File: src/rtl/uart_crc_receiver.sv
`default_nettype none
// ============================================================================
// Module      : uart_crc_receiver
// Description : 8N1-style serial receiver with a 4-bit CRC trailer, flagging
//               CRC mismatch and bad stop bit alongside each received byte.
// Revision    : 1.0 - initial release
// ============================================================================
module uart_crc_receiver #(
  parameter int CLKS_PER_BIT = 1043
) (
  input  logic       clk,
  input  logic       rst_n,
  input  logic       rx,
  output logic [7:0] data_out,
  output logic       data_valid,
  output logic       crc_err,
  output logic       frame_err,
  output logic       busy
);

  localparam logic [12:0] c_HALF_M1 = 13'(CLKS_PER_BIT / 2 - 1);
  localparam logic [12:0] c_FULL_M1 = 13'(CLKS_PER_BIT - 1);

  typedef enum logic [2:0] {
    S_IDLE  = 3'd0,
    S_START = 3'd1,
    S_DATA  = 3'd2,
    S_CRC   = 3'd3,
    S_STOP  = 3'd4
  } state_t;

  state_t      r_state;
  state_t      w_next_state;
  logic        w_sample;
  logic        r_rst_meta;
  logic        r_rst_n_sync;
  logic        r_rx_meta;
  logic        r_rx_s;
  logic        r_rx_prev;
  logic [12:0] r_cnt;
  logic [2:0]  r_bit_idx;
  logic [7:0]  r_shift;
  logic [3:0]  r_crc;
  logic [3:0]  w_crc_exp;

  // Assert asynchronously, release two clocks after rst_n rises.
  always_ff @(posedge clk or negedge rst_n) begin
    if (!rst_n) begin
      r_rst_meta   <= 1'b0;
      r_rst_n_sync <= 1'b0;
    end else begin
      r_rst_meta   <= 1'b1;
      r_rst_n_sync <= r_rst_meta;
    end
  end

  always_ff @(posedge clk or negedge r_rst_n_sync) begin
    if (!r_rst_n_sync) begin
      r_rx_meta <= 1'b1;
      r_rx_s    <= 1'b1;
      r_rx_prev <= 1'b1;
    end else begin
      r_rx_meta <= rx;
      r_rx_s    <= r_rx_meta;
      r_rx_prev <= r_rx_s;
    end
  end

  assign w_crc_exp = {r_shift[7] ^ r_shift[3] ^ r_shift[1] ^ r_shift[0],
                      r_shift[6] ^ r_shift[2] ^ r_shift[0],
                      r_shift[5] ^ r_shift[1],
                      r_shift[4] ^ r_shift[0]};

  assign busy = (r_state != S_IDLE);

  always_ff @(posedge clk or negedge r_rst_n_sync) begin
    if (!r_rst_n_sync) begin
      r_state <= S_IDLE;
    end else begin
      r_state <= w_next_state;
    end
  end

  always_comb begin
    w_next_state = r_state;
    w_sample     = 1'b0;
    case (r_state)
      S_IDLE: begin
        if (r_rx_prev && !r_rx_s) begin
          w_next_state = S_START;
        end
      end
      S_START: begin
        if (r_cnt == c_HALF_M1) begin
          w_sample     = 1'b1;
          w_next_state = r_rx_s ? S_IDLE : S_DATA;
        end
      end
      S_DATA: begin
        if (r_cnt == c_FULL_M1) begin
          w_sample = 1'b1;
          if (r_bit_idx == 3'd7) begin
            w_next_state = S_CRC;
          end
        end
      end
      S_CRC: begin
        if (r_cnt == c_FULL_M1) begin
          w_sample = 1'b1;
          if (r_bit_idx == 3'd3) begin
            w_next_state = S_STOP;
          end
        end
      end
      S_STOP: begin
        if (r_cnt == c_FULL_M1) begin
          w_sample     = 1'b1;
          w_next_state = S_IDLE;
        end
      end
      default: w_next_state = S_IDLE;
    endcase
  end

  always_ff @(posedge clk or negedge r_rst_n_sync) begin
    if (!r_rst_n_sync) begin
      r_cnt      <= '0;
      r_bit_idx  <= '0;
      r_shift    <= '0;
      r_crc      <= '0;
      data_out   <= '0;
      data_valid <= 1'b0;
      crc_err    <= 1'b0;
      frame_err  <= 1'b0;
    end else begin
      data_valid <= 1'b0;
      crc_err    <= 1'b0;
      frame_err  <= 1'b0;

      if (r_state == S_IDLE || w_sample) begin
        r_cnt <= '0;
      end else begin
        r_cnt <= r_cnt + 13'd1;
      end

      // Bit index restarts whenever a sample moves the FSM to a new field.
      if (r_state == S_IDLE || (w_sample && w_next_state != r_state)) begin
        r_bit_idx <= '0;
      end else if (w_sample) begin
        r_bit_idx <= r_bit_idx + 3'd1;
      end

      if (w_sample) begin
        case (r_state)
          S_DATA: r_shift <= {r_rx_s, r_shift[7:1]};
          S_CRC:  r_crc   <= {r_rx_s, r_crc[3:1]};
          S_STOP: begin
            data_out   <= r_shift;
            data_valid <= 1'b1;
            crc_err    <= (r_crc != w_crc_exp);
            frame_err  <= ~r_rx_s;
          end
          default: ;
        endcase
      end
    end
  end

endmodule
`default_nettype wire

File: config.mk
export PLATFORM = sky130hd
export DESIGN_NAME = uart_crc_receiver
export DESIGN_NICKNAME = d
export VERILOG_FILES = /design/src/rtl/uart_crc_receiver.sv
export SDC_FILE = /design/constraint.sdc
export NUM_CORES = 1
export LEC_CHECK = 0
export CAP_MARGIN = 20
export CORE_MARGIN = 2
export CORE_UTILIZATION = 50
export CTS_CLUSTER_DIAMETER = 50
export DETAILED_ROUTE_END_ITERATION = 10
export PLACE_DENSITY_LB_ADDON = 0.1
export SETUP_SLACK_MARGIN = 0.05
export SLEW_MARGIN = 25
export SYNTH_ARGS = -nofsm -noshare
export SYNTH_HDL_FRONTEND = slang
export SYNTH_SLANG_ARGS = --single-unit
File: constraint.sdc
create_clock -name clk -period 2.55 [get_ports clk]
set_clock_uncertainty 0.2 [all_clocks]
set_input_delay 0.3825 -clock clk [delete_from_list [all_inputs] [get_ports clk]]
set_output_delay 0.3825 -clock clk [all_outputs]
set_load 0.005 [all_outputs]
Yosys cells after proc, flatten, opt, wreduce, memory -nomap -nowiden:

Index checks and enable logic that the tools add are counted.

* flip-flop bits (word level): 47
* input port bits: 3
* output and inout port bits: 12
* logic and storage cells: 67

* add/subtract/negate cells: 2
* equality and inequality tests: 10
* mux-type cells: 21
* bitwise gates (word level): 8
* reductions and logical operators: 12

Operators by type and width (count)
* $mux W3: 9
* $pmux W3 S5: 1
* $add A13 B1 Y13 const B: 1
* $eq A13 B10 Y1 const B: 1
* $eq A13 B11 Y1 const B: 1
* $mux W13: 1
* $eq A3 B2 Y1 const B: 3
* $mux W1: 8
* $xor A1 B1 Y1: 7
* $eq A3 B3 Y1 const B: 2
* $reduce_and A2 Y1: 3
* $ne A4 B4 Y1: 1
* $add A3 B1 Y3 const B: 1
* $eq A3 B1 Y1 const B: 1
* $logic_not A3 Y1: 1
* $ne A3 B3 Y1: 1
* $reduce_bool A3 Y1: 1
* $reduce_or A3 Y1: 1
* $logic_and A1 B1 Y1: 2
* $logic_or A1 B1 Y1: 2
* $mux W2: 1
* $pmux W1 S2: 1
* $reduce_bool A2 Y1: 1
* $logic_not A1 Y1: 1
* $not A1 Y1: 1

Logic depth before layout (Yosys ltp):

* word-level depth: 8
* mapped depth: 9
* gate-level depth less buffers: 7

Least setup slack after synthesis:

Ideal clock, no wire load.

* kind: register to register
* from: register r_cnt[0]
* to: register data_out[1]
* arrival time: 1783 ps
* data required time: 2225 ps
* path slack: 442 ps
* cell stages (with the launch flop): 9
* period minus slack after synthesis: 2108 ps
* cell sequence: dfrtp_1 -> inv_1 -> ha_1 -> and4bb_4 -> and4_4 -> buf_6 -> and2_4 -> buf_12 -> mux2_4

* word-level cells in the longest chain between the ends: 4

Ends and longest elaborated chain
* start, declared: line 40 `logic [12:0] r_cnt;`
* start signal, assigned: line 143 `r_cnt <= r_cnt + 13'd1;`
* $eq A13 B11 Y1 or $eq A13 B10 Y1 (tied branches)
* $mux W1 (on tied branches)
* $pmux W1 S2 *: line 87 `case (r_state)`
* $reduce_and A2 Y1 (no source line) *
* end signal, assigned: line 158 `data_out <= r_shift;`
* end, declared: line 14 `output logic [7:0] data_out,`

Every way passes the cells marked *; elsewhere a longest branch is shown, timed or not.
A chain may end at the register's enable or synchronous reset.

Worst setup path in the final report:

* from: register r_cnt[0]
* to: register data_out[0]

The elaborated chain is that of the path after synthesis.

==> impl_results.md <==
* Vias in the first global route at 1562
* Lkg Pwr at 1.21 nW
* First-pass GRT wire length at 7110 um
* Status: complete, no violations
* Top-area cell type share of the netlist area at 46.9%
* Peak Freq at 451 MHz
* Routability Congestion at 0.949
* Buffers and inverters on the worst path at 1
* Worst path arrival time at 2.21 ns
* Grt total ovfl at 0
* Final core utilization at 58.0%
* Vias post-DR at 1429
* Peak supply drop at 0.000370 V
* Worst setup EP type: flop
* Number of antenna-violating nets in the routed design at 0
* Core area at 4440 um^2
* Critical Path, Cell by Cell: inv_1 > ha_1 > and4bb_4 > and4_4 > and2_4 > mux2_2
* RSZ-0062 raised after global routing: no
* Worst-case reg-to-reg path depth at 6
* Total length of routed wires at 4060 um
* Worst min path class: in -> async
* Resize count post-CTS at 0
* Synth Flop Type: dfrtp_1
* Synthesized Nets at 196
* Hpwl dp at 2850 um
* Hold bufs inserted after CTS at 0
* Min Tclk post-route at 2.22 ns
* DIE WIDTH at 72.5 um
* Yosys cell types at 50
* Count leader, synth: dfrtp_1
* Sum Neg Setup Slack at 0 ns
* Crit path largest cell delay at 0.42 ns
* Initial antenna violation count at 0
* DR WL/cell at 15.9 um
* Worst hold slack at 0.0287 ns
* Fin. Hold Viols at 0
* Req. time, crit path at 2.54 ns
* Delay-heaviest family, CP: simple AND/OR/NAND/NOR gates
* # rows at 24
* Post-CTS setup buffer count at 0
* Final max-slew violation count at 0
* GRT Total Usage at 17.8%
* Post-synthesis register bit count at 47
* Clk buf depth at 2
* Yosys warning count at 0
* Ports at 15
* Startpoint Class: flop
* Clock Pin Slew Worst Setup and Hold Paths at 0.08 ns
* Layout cells sized above 1 at 20.7%
* Relative slew slack at 61.1%
* EDFF count, synth at 0
* Root buffer cell: clkbuf_8
* Crit path max fanout at 11
* Synth area leaders: dfrtp_1 (47%), mux2_4 (9.6%), xnor2_1 (5.2%), dfstp_2 (3.4%), ha_1 (3.2%)
* Layout Nets at 211
* Htree depth at 2
* Port Buffer Count at 14
* Area delta synth->final at 9.75%
* Worst-Margin Slew at 0.583 ns
* Vias per inst at 5.60
* CTS tree: done
* Final Cycle Share at 86.9%
* Most frequent cells after synthesis: dfrtp_1 (44), nor2_1 (17), mux2_4 (15), xnor2_1 (14), inv_1 (9)
* Crit-path slowest cell: dfrtp_1
* Initial core utilization at 52.8%
* Max-Cap Viols at 0
* Pwr dens at 587 nW/um^2
* Async set or reset register ratio after synthesis at 100%
* Synth area leader: dfrtp_1
* Worst path depth at 6
* Power Total at 0.00151 W
* DIE AREA at 5260 um^2
* Clock sinks at 47
* Initial DRC Count at 59
* Sequential-to-total area share from yosys stat at 50.2%
* Pre-Repair DR Iteration Count at 4
* # DRC at 0
* Mean Syn Cell Area at 12.6 um^2
* Setup Viol. Count Final at 0
* CTS Buf Count at 5
* Path type of the worst setup path: reg -> reg
* Inserted Diodes at 0
* Synth Cell Area at 2350 um^2
* Die H at 72.5 um
* Syn Inst Count at 187
* Clock Latency Late Sink at 0.30 ns
* Pin count of the biggest net entering global routing at 46
[layer usage]
metal / up-vias / track usage (%) / wire length (um)
met5: - / 0 / 0
met4: 0 / 8.44 / 61
met3: 7 / 3.89 / 134
met2: 20 / 32.4 / 2140
met1: 721 / 19.4 / 1720
li1: 681 / - / -
[cells in the final DEF (no fill, tap or decap), drive strengths merged, types with 3 or more instances in the layout]
cell	netlist	routed
clkbuf	0	7
ha	6	6
and3	4	4
xnor2	14	14
dfrtp	44	44
inv	9	9
clkdlybuf4s50	0	14
nor2	18	18
dfstp	3	3
xor2	6	6
mux2	20	20
o21ai	4	4
and4	4	4
nand3	7	7
nand2	6	6
[power breakdown]
group          leakage, nW  internal, W  total, W  switching (W)
combinational        0.532    0.0000905  0.000201       0.000110
sequential           0.631     0.000790  0.000879      0.0000887
clock               0.0422     0.000193  0.000434       0.000242
total                 1.21      0.00107   0.00151       0.000440
[registers in the layout, indices dropped and copies added (netlist names), 3 cells and up]
| signal | flops |
|---|---|
| r_crc | 4 |
| r_cnt | 13 |
| data_out | 8 |
| r_bit_idx | 3 |
| r_shift | 8 |
| r_state | 3 |
[area by class of cell]
class / count / area (um^2)
well taps: 52 / 65.1
clock inverters: 1 / 5.00
multi-input cells: 123 / 1060
inverters: 9 / 33.8
repair buffers: 16 / 155
flip-flops and latches: 47 / 1180
clock buffers: 7 / 76.3
fillers: 378 / 1870
[metrics by stage]
step	cell area, um^2	instances	setup WS [ns]
floorplan	2350	187	0.442
global placement	2490	247	0.395
detailed placement	2490	247	0.339
CTS	2570	255	0.321
global route	2580	255	0.165
finish	2580	255	0.333
[path summary, 6_finish.rpt]
kind / from / to / slack, ns
worst max register to register: r_cnt[0] / data_out[0] / 0.33
worst max-delay path: r_cnt[0] / data_out[0] / 0.33
worst min-delay path: rst_n / r_rst_n_sync / 0.03
max in group asynchronous: r_rst_n_sync / r_cnt[8] / 1.61
worst min register to register: r_rst_n_sync / data_out[7] / 0.13
min in group clk: r_rst_meta / r_rst_n_sync / 0.15
[cell families (layout without fill, tap and decap cells)]
group                      count (synthesis)  count (layout)  synth area share [%]
muxes                                     20              20                  12.0
adders and majority gates                  6               6                  3.20
xor gates and xnor gates                  20              20                  7.46
and+or+nand+nor                           54              54                  14.4
other                                      1               1                 0.160
AOI/OAI and AO/OA                         22              22                  7.83
buffers and inverters                     17              33                  4.69
DFF                                       47              47                  50.2
Power figures use the tool's default switching activity.
